**src/rtl/csl23bit_bist_if.sv**
```systemverilog
// Bus between the csl23bit self-test engine, its controller (start/status) and the
// 23-bit carry-select adder/subtractor under test.
interface csl23bit_bist_if #(
   parameter int unsigned WIDTH = 23
);
   logic             start;
   logic             busy;
   logic             done;
   logic             pass;
   logic [7:0]       err_count;
   logic [7:0]       first_err_idx;
   logic [WIDTH-1:0] dut_a;
   logic [WIDTH-1:0] dut_b;
   logic             dut_cin;
   logic [WIDTH-1:0] dut_sum;
   logic             dut_cout;

   // The engine side drives operands and status, and receives start and the adder result.
   modport master (
      input  start, dut_sum, dut_cout,
      output busy, done, pass, err_count, first_err_idx, dut_a, dut_b, dut_cin
   );

   modport slave (
      output start, dut_sum, dut_cout,
      input  busy, done, pass, err_count, first_err_idx, dut_a, dut_b, dut_cin
   );
endinterface

```
**src/rtl/csl23bit_bist.sv**
```systemverilog
// Self-test engine for the csl23bit add/sub unit: applies four corner vectors then
// LFSR-derived vectors, checks sum/cout against a reference, and reports the outcome.
module csl23bit_bist #(
   parameter int unsigned WIDTH         = 23,
   parameter int unsigned NUM_VECTORS   = 101,
   parameter logic [31:0] SEED          = 32'hACE1_2025,
   parameter int unsigned SETTLE_CYCLES = 1,
   parameter int unsigned CHECK_COUT    = 1
) (
   input  logic            clk,
   input  logic            rst_n,
   csl23bit_bist_if.master bus
);

   localparam logic [2:0] S_IDLE   = 3'd0;
   localparam logic [2:0] S_GEN    = 3'd1;
   localparam logic [2:0] S_APPLY  = 3'd2;
   localparam logic [2:0] S_CHECK  = 3'd3;
   localparam logic [2:0] S_FINISH = 3'd4;

   localparam logic [7:0] LAST_IDX    = 8'(NUM_VECTORS - 1);
   localparam logic [3:0] LAST_SETTLE = 4'(SETTLE_CYCLES - 1);

   logic [2:0]       state_q, state_d;
   logic [31:0]      lfsr_q, lfsr_d;
   logic [7:0]       idx_q, idx_d;
   logic [3:0]       settle_q, settle_d;
   logic             busy_q, busy_d;
   logic             done_q, done_d;
   logic             pass_q, pass_d;
   logic [7:0]       err_q, err_d;
   logic [7:0]       first_q, first_d;
   logic [WIDTH-1:0] a_q, a_d;
   logic [WIDTH-1:0] b_q, b_d;
   logic             cin_q, cin_d;

   logic [31:0]      lfsr_nx;
   logic [WIDTH:0]   expect_w;
   logic             mismatch;

   // Fibonacci LFSR, taps 32,22,2,1, shifting left with feedback into bit 0.
   function automatic logic [31:0] lfsr_step(input logic [31:0] l);
      return {l[30:0], l[31] ^ l[21] ^ l[1] ^ l[0]};
   endfunction

   function automatic logic [WIDTH:0] ref_addsub(input logic [WIDTH-1:0] op_a,
                                                 input logic [WIDTH-1:0] op_b,
                                                 input logic             sub);
      logic [WIDTH-1:0] bx;
      bx = sub ? ~op_b : op_b;
      return {1'b0, op_a} + {1'b0, bx} + {{WIDTH{1'b0}}, sub};
   endfunction

   assign lfsr_nx  = lfsr_step(lfsr_q);
   assign expect_w = ref_addsub(a_q, b_q, cin_q);
   assign mismatch = (bus.dut_sum != expect_w[WIDTH-1:0]) ||
                     ((CHECK_COUT != 0) && (bus.dut_cout != expect_w[WIDTH]));

   always_comb begin
      state_d  = state_q;
      lfsr_d   = lfsr_q;
      idx_d    = idx_q;
      settle_d = settle_q;
      busy_d   = busy_q;
      done_d   = done_q;
      pass_d   = pass_q;
      err_d    = err_q;
      first_d  = first_q;
      a_d      = a_q;
      b_d      = b_q;
      cin_d    = cin_q;
      case (state_q)
         S_IDLE: begin
            if (bus.start) begin
               err_d   = 8'd0;
               first_d = 8'hFF;
               done_d  = 1'b0;
               pass_d  = 1'b0;
               lfsr_d  = SEED;
               idx_d   = 8'd0;
               busy_d  = 1'b1;
               state_d = S_GEN;
            end
         end
         S_GEN: begin
            settle_d = 4'd0;
            if (idx_q < 8'd4) begin
               case (idx_q[1:0])
                  2'd0:    begin a_d = WIDTH'(255);         b_d = WIDTH'(254); cin_d = 1'b1; end
                  2'd1:    begin a_d = WIDTH'(1);           b_d = WIDTH'(16);  cin_d = 1'b0; end
                  2'd2:    begin a_d = WIDTH'(0);           b_d = WIDTH'(0);   cin_d = 1'b1; end
                  default: begin a_d = WIDTH'(23'h7FFFFF);  b_d = WIDTH'(1);   cin_d = 1'b0; end
               endcase
            end else begin
               // Random vectors consume two LFSR steps: A from the current word, B/mode from the next.
               a_d    = lfsr_q[WIDTH-1:0];
               b_d    = lfsr_nx[WIDTH-1:0];
               cin_d  = lfsr_nx[31];
               lfsr_d = lfsr_step(lfsr_nx);
            end
            state_d = S_APPLY;
         end
         S_APPLY: begin
            if (settle_q == LAST_SETTLE) state_d = S_CHECK;
            else                         settle_d = settle_q + 4'd1;
         end
         S_CHECK: begin
            if (mismatch) begin
               if (err_q != 8'hFF)   err_d   = err_q + 8'd1;
               if (first_q == 8'hFF) first_d = idx_q;
            end
            if (idx_q == LAST_IDX) begin
               state_d = S_FINISH;
            end else begin
               idx_d   = idx_q + 8'd1;
               state_d = S_GEN;
            end
         end
         S_FINISH: begin
            busy_d  = 1'b0;
            done_d  = 1'b1;
            pass_d  = (err_q == 8'd0);
            state_d = S_IDLE;
         end
         default: state_d = S_IDLE;
      endcase
   end

   always_ff @(posedge clk) begin
      if (!rst_n) begin
         state_q  <= S_IDLE;
         lfsr_q   <= SEED;
         idx_q    <= 8'd0;
         settle_q <= 4'd0;
         busy_q   <= 1'b0;
         done_q   <= 1'b0;
         pass_q   <= 1'b0;
         err_q    <= 8'd0;
         first_q  <= 8'hFF;
         a_q      <= '0;
         b_q      <= '0;
         cin_q    <= 1'b0;
      end else begin
         state_q  <= state_d;
         lfsr_q   <= lfsr_d;
         idx_q    <= idx_d;
         settle_q <= settle_d;
         busy_q   <= busy_d;
         done_q   <= done_d;
         pass_q   <= pass_d;
         err_q    <= err_d;
         first_q  <= first_d;
         a_q      <= a_d;
         b_q      <= b_d;
         cin_q    <= cin_d;
      end
   end

   assign bus.busy          = busy_q;
   assign bus.done          = done_q;
   assign bus.pass          = pass_q;
   assign bus.err_count     = err_q;
   assign bus.first_err_idx = first_q;
   assign bus.dut_a         = a_q;
   assign bus.dut_b         = b_q;
   assign bus.dut_cin       = cin_q;

endmodule

```
**src/flat_wrapper.sv**
```systemverilog
// flat-port wrapper written by rule: the top's interface ports become plain ports
module csl23bit_bist_flat 
#(
   parameter int unsigned WIDTH         = 23,
   parameter int unsigned NUM_VECTORS   = 101,
   parameter logic [31:0] SEED          = 32'hACE1_2025,
   parameter int unsigned SETTLE_CYCLES = 1,
   parameter int unsigned CHECK_COUT    = 1
)
  (clk, rst_n, bus_start, bus_dut_sum, bus_dut_cout, bus_busy, bus_done, bus_pass, bus_err_count, bus_first_err_idx, bus_dut_a, bus_dut_b, bus_dut_cin);
  csl23bit_bist_if #(.WIDTH(WIDTH)) bus_i ();
  input  logic clk;
  input  logic rst_n;
  input wire logic [$bits(bus_i.start)-1:0] bus_start;
  input wire logic [$bits(bus_i.dut_sum)-1:0] bus_dut_sum;
  input wire logic [$bits(bus_i.dut_cout)-1:0] bus_dut_cout;
  output wire logic [$bits(bus_i.busy)-1:0] bus_busy;
  output wire logic [$bits(bus_i.done)-1:0] bus_done;
  output wire logic [$bits(bus_i.pass)-1:0] bus_pass;
  output wire logic [$bits(bus_i.err_count)-1:0] bus_err_count;
  output wire logic [$bits(bus_i.first_err_idx)-1:0] bus_first_err_idx;
  output wire logic [$bits(bus_i.dut_a)-1:0] bus_dut_a;
  output wire logic [$bits(bus_i.dut_b)-1:0] bus_dut_b;
  output wire logic [$bits(bus_i.dut_cin)-1:0] bus_dut_cin;
  assign bus_i.start = bus_start;
  assign bus_i.dut_sum = bus_dut_sum;
  assign bus_i.dut_cout = bus_dut_cout;
  assign bus_busy = bus_i.busy;
  assign bus_done = bus_i.done;
  assign bus_pass = bus_i.pass;
  assign bus_err_count = bus_i.err_count;
  assign bus_first_err_idx = bus_i.first_err_idx;
  assign bus_dut_a = bus_i.dut_a;
  assign bus_dut_b = bus_i.dut_b;
  assign bus_dut_cin = bus_i.dut_cin;
  csl23bit_bist #(.WIDTH(WIDTH), .NUM_VECTORS(NUM_VECTORS), .SEED(SEED), .SETTLE_CYCLES(SETTLE_CYCLES), .CHECK_COUT(CHECK_COUT)) u_core (.clk(clk), .rst_n(rst_n), .bus(bus_i));
endmodule
```
**config.mk**
```make
export PLATFORM = sky130hd
export DESIGN_NAME = csl23bit_bist_flat
export DESIGN_NICKNAME = d
export VERILOG_FILES = /design/src/rtl/csl23bit_bist_if.sv /design/src/rtl/csl23bit_bist.sv /design/src/flat_wrapper.sv
export SDC_FILE = /design/constraint.sdc
export NUM_CORES = 1
export LEC_CHECK = 0
export ABC_AREA = 1
export CELL_PAD_IN_SITES_DETAIL_PLACEMENT = 1
export CELL_PAD_IN_SITES_GLOBAL_PLACEMENT = 1
export CORE_MARGIN = 1
export CORE_UTILIZATION = 39
export CTS_CLUSTER_SIZE = 8
export DETAILED_ROUTE_END_ITERATION = 8
export PLACE_DENSITY = 0.86
export SYNTH_ARGS = -nofsm -noshare
export SYNTH_HDL_FRONTEND = slang
export SYNTH_SLANG_ARGS = --single-unit
```
**constraint.sdc**
```tcl
create_clock -name clk -period 3.5 [get_ports clk]
set_clock_uncertainty 0.05 [all_clocks]
set_input_delay 0.7 -clock clk [delete_from_list [all_inputs] [get_ports clk]]
set_output_delay 0.7 -clock clk [all_outputs]
set_load 0.05 [all_outputs]
```
==> out/summary.txt <==
Worst-path maximum fanout: 18
Setup crit start kind: flop
Initial antenna violation count: 0
CORE AREA: 17300 µm²
Number of enable flip-flop cells after synthesis: 0
Cell Pwr Density: 495.0 nW/µm²
Clk_lat worst skew: 0.42 ns
GR Overflow Total: 0
Share of power burned in registers: 33.0%
Rows: 48
Syn_area_per_cell: 6.524 µm²
Seq cells post-synth: 113
Rel. slew slack: 50.65%
Routed Antenna Nets: 0
Max Cap Viol: 0
WP data arrival: 3.44 ns
Hold Path Class: flop to flop
GPL Wtd Cong: 0.8901
CP required: 3.77 ns
R2R depth: 20
Async set-reset flop share out of synthesis: 0%
Antenna cell count: 0
WS Path Type: flop to flop
DR DRC count: 0
Pin count of the biggest net entering global routing: 49
Largest cells by area after synthesis: dfxtp_1 33%, nand2_1 19%, inv_1 8.4%, ha_1 6.5%, nand3_1 5.1%
Reg clk slew, reported paths: 0.06 ns
Final #Nets: 1215
GRT Overall Usage: 25.49%
Placed Cells: 1357
CTS Buf Count: 17
Routed wire per std cell: 16.39 µm
Finished Core Util: 50.14%
Area growth syn-to-layout: 25.63%
Int Pwr: 2867 µW
IO buf count: 92
Clock group share of total power: 41.1%
Sw Pwr: 1426 µW
Count leader, synth: nand2_1
Net Sw Frac: 33.22%
Initial core utilization: 39.91%
I/O pins: 93
Most frequent cells after synthesis: 345 x nand2_1, 155 x inv_1, 113 x dfxtp_1, 70 x nand3_1, 65 x nor2_1
Die Footprint: 18240 µm²
Post-synthesis cell type count: 42
CTS tree: built
Area of the multi-input gates: 3906 µm²
Register area: 2262 µm²
Worst VDD drop: 0.0003354 V
Tot Pwr: 4292 µW
Max-slew violation count: 0
Total wire length: 22.77 mm
Post-synth top area share: 32.77%
Max frequency: 0.3152 GHz
Synth area leader: dfxtp_1
Post-Synthesis Cell Area: 6903 µm²
Sinks on Clock Net: 113
Clock Tree Buf Depth: 2
Status: complete, no violations
Number of global-route vias before repair: 7446
Die height: 135.0 µm
Syn Inst Count: 1058
Slew at the pin closest to its max-slew limit: 0.7382 ns
CP endpoint kind: flop
Leakage: 0.004267 µW
Final Hold Viols: 0
Hold WS: 0.4285 ns
Post-synth top flop: dfxtp_1
RSZ-0062 raised after global routing: no
Fin crit period: 3.172 ns
CTS Root Cell: clkbuf_16
Combinational fraction of design power: 25.9%
Fraction of layout cells with a size suffix above 1: 6.186%
Setup TNS: 0 ns
Hold Path Stages: 2
Via density: 5.210
Sequential area share after synthesis: 32.77%
HPWL after DPL: 17.08 mm
Final std cells w/o fill: 1389
Drt pass-1 iters: 4
First-pass GRT wire length: 36.52 mm
Detailed Route Iter0 Violations: 224
Final Cycle Share: 90.63%
Syn_nets: 1122
Final Setup Violations: 0
Via count: 7236
Total of fill cells in the finished design: 2263
Yosys warns: 0
DIE WIDTH: 135.0 µm
H-tree depth: 4
-- final timing paths --
check	start	endpoint	slack (ns)
setup reg to reg	u_core.bus.dut_cin$_SDFFE_PN0P_	u_core.bus.err_count[5]$_SDFFE_PN0P_	0.33
setup / recovery	u_core.bus.dut_cin$_SDFFE_PN0P_	u_core.bus.err_count[5]$_SDFFE_PN0P_	0.33
hold reg to reg	u_core.lfsr_q[15]$_SDFFE_PN0P_	u_core.lfsr_q[15]$_SDFFE_PN0P_	0.43
hold / removal	u_core.lfsr_q[15]$_SDFFE_PN0P_	u_core.lfsr_q[15]$_SDFFE_PN0P_	0.43
-- kinds of logic (layout without fill, tap and decap cells) --
group,Yosys count,after routing,share of synthesized area [%]
AOI/OAI and AO/OA,121,121,10.11
xor gates and xnor gates,47,47,5.963
DFF,113,113,32.77
buffers and inverters,194,300,10.75
and+or+nand+nor,546,546,33.59
adders and majority gates,37,37,6.815
-- final cells by class --
type	instances	share of cell area, %
Clock buffer	19	5.107
Inverter	166	7.185
Clock inverter	13	1.861
Tap cell	225	3.246
Multi-Input combinational cell	751	45.04
Timing Repair Buffer	102	11.47
Sequential cell	113	26.09
-- state kept, by name (all words and copies together) (netlist names), 3 cells and up --
signal and cells:
u_core.settle_q 4, u_core.bus.dut_a 23, u_core.bus.first_err_idx 8, u_core.bus.dut_b 23, u_core.idx_q 8, u_core.state_q 3
u_core.bus.err_count 8, u_core.lfsr_q 32
-- repair_timing --
item / 4_1_cts / 5_1_grt
setup endpoints to repair: 0 / 10
resized for setup: 0 / 2
hold buffers: 0 / 0
setup buffers: 0 / 0
-- critical path: stages (launching register included) --
cell,delay (ns)
dfxtp_1,0.37
buf_6,0.24
xor2_1,0.11
ha_1,0.40
nand2_1,0.11
nor2_1,0.17
inv_1,0.07
nor2_1,0.20
nand3_1,0.21
nand3_1,0.13
nand2_1,0.05
nand2_1,0.06
nand2_1,0.05
nor2_1,0.08
nand2_1,0.09
nor2_4,0.13
nand2_4,0.16
nand3_4,0.17
nand2_1,0.08
inv_1,0.08
nor2_2,0.04
-- metrics by stage --
step / worst slack (ns) / cell area (µm²)
2_1_floorplan: 0.2062 / 6903
6_report: 0.3278 / 8672
5_1_grt: 0.02136 / 8672
3_5_place_dp: 0.2644 / 8056
4_1_cts: 0.2337 / 8661
3_3_place_gp: 0.2600 / 8056
-- power by group through the flow --
stage	clock network, µW	registers, µW	logic, µW
CTS	1770	1420	1110
floorplan	0	1600	600
finish	1760	1420	1110
global route	1820	1420	1230
detailed placement	0	1440	1100
global placement	0	1440	1080
-- routing by layer --
metal	part of all wire [%]	GRT usage, %	vias to the layer above
li1	-	-	3566
met1	45	30.76	3489
met2	50	46.31	148
met3	3.0	3.378	33
met4	1.9	8.489	0
met5	0	0	-
-- cell usage in the layout, fill, tap and decap left out, types with 2 or more instances in the layout --
| cell | Yosys | final |
|---|---|---|
| a21oi_1 | 55 | 55 |
| a31oi_1 | 12 | 12 |
| buf_4 | 0 | 9 |
| bufinv_16 | 0 | 3 |
| clkbuf_16 | 0 | 17 |
| clkdlybuf4s50_1 | 0 | 91 |
| clkinv_1 | 2 | 2 |
| clkinv_2 | 0 | 3 |
| clkinv_4 | 0 | 2 |
| clkinvlp_4 | 0 | 4 |
| dfxtp_1 | 113 | 113 |
| ha_1 | 36 | 36 |
| inv_1 | 155 | 155 |
| inv_2 | 9 | 9 |
| nand2_1 | 345 | 345 |
| nand2_2 | 7 | 7 |
| nand3_1 | 70 | 70 |
| nand3b_1 | 5 | 5 |
| nand4_1 | 27 | 27 |
| nor2_1 | 65 | 65 |
| nor2_2 | 7 | 7 |
| nor3_1 | 11 | 11 |
| nor4_1 | 2 | 2 |
| o21ai_0 | 21 | 21 |
| o21bai_1 | 2 | 2 |
| o221ai_1 | 4 | 4 |
| o22ai_1 | 11 | 11 |
| o311ai_0 | 2 | 2 |
| o31ai_1 | 7 | 7 |
| xnor2_1 | 13 | 13 |
| xor2_1 | 34 | 34 |
(Power assumes the default switching activity.)
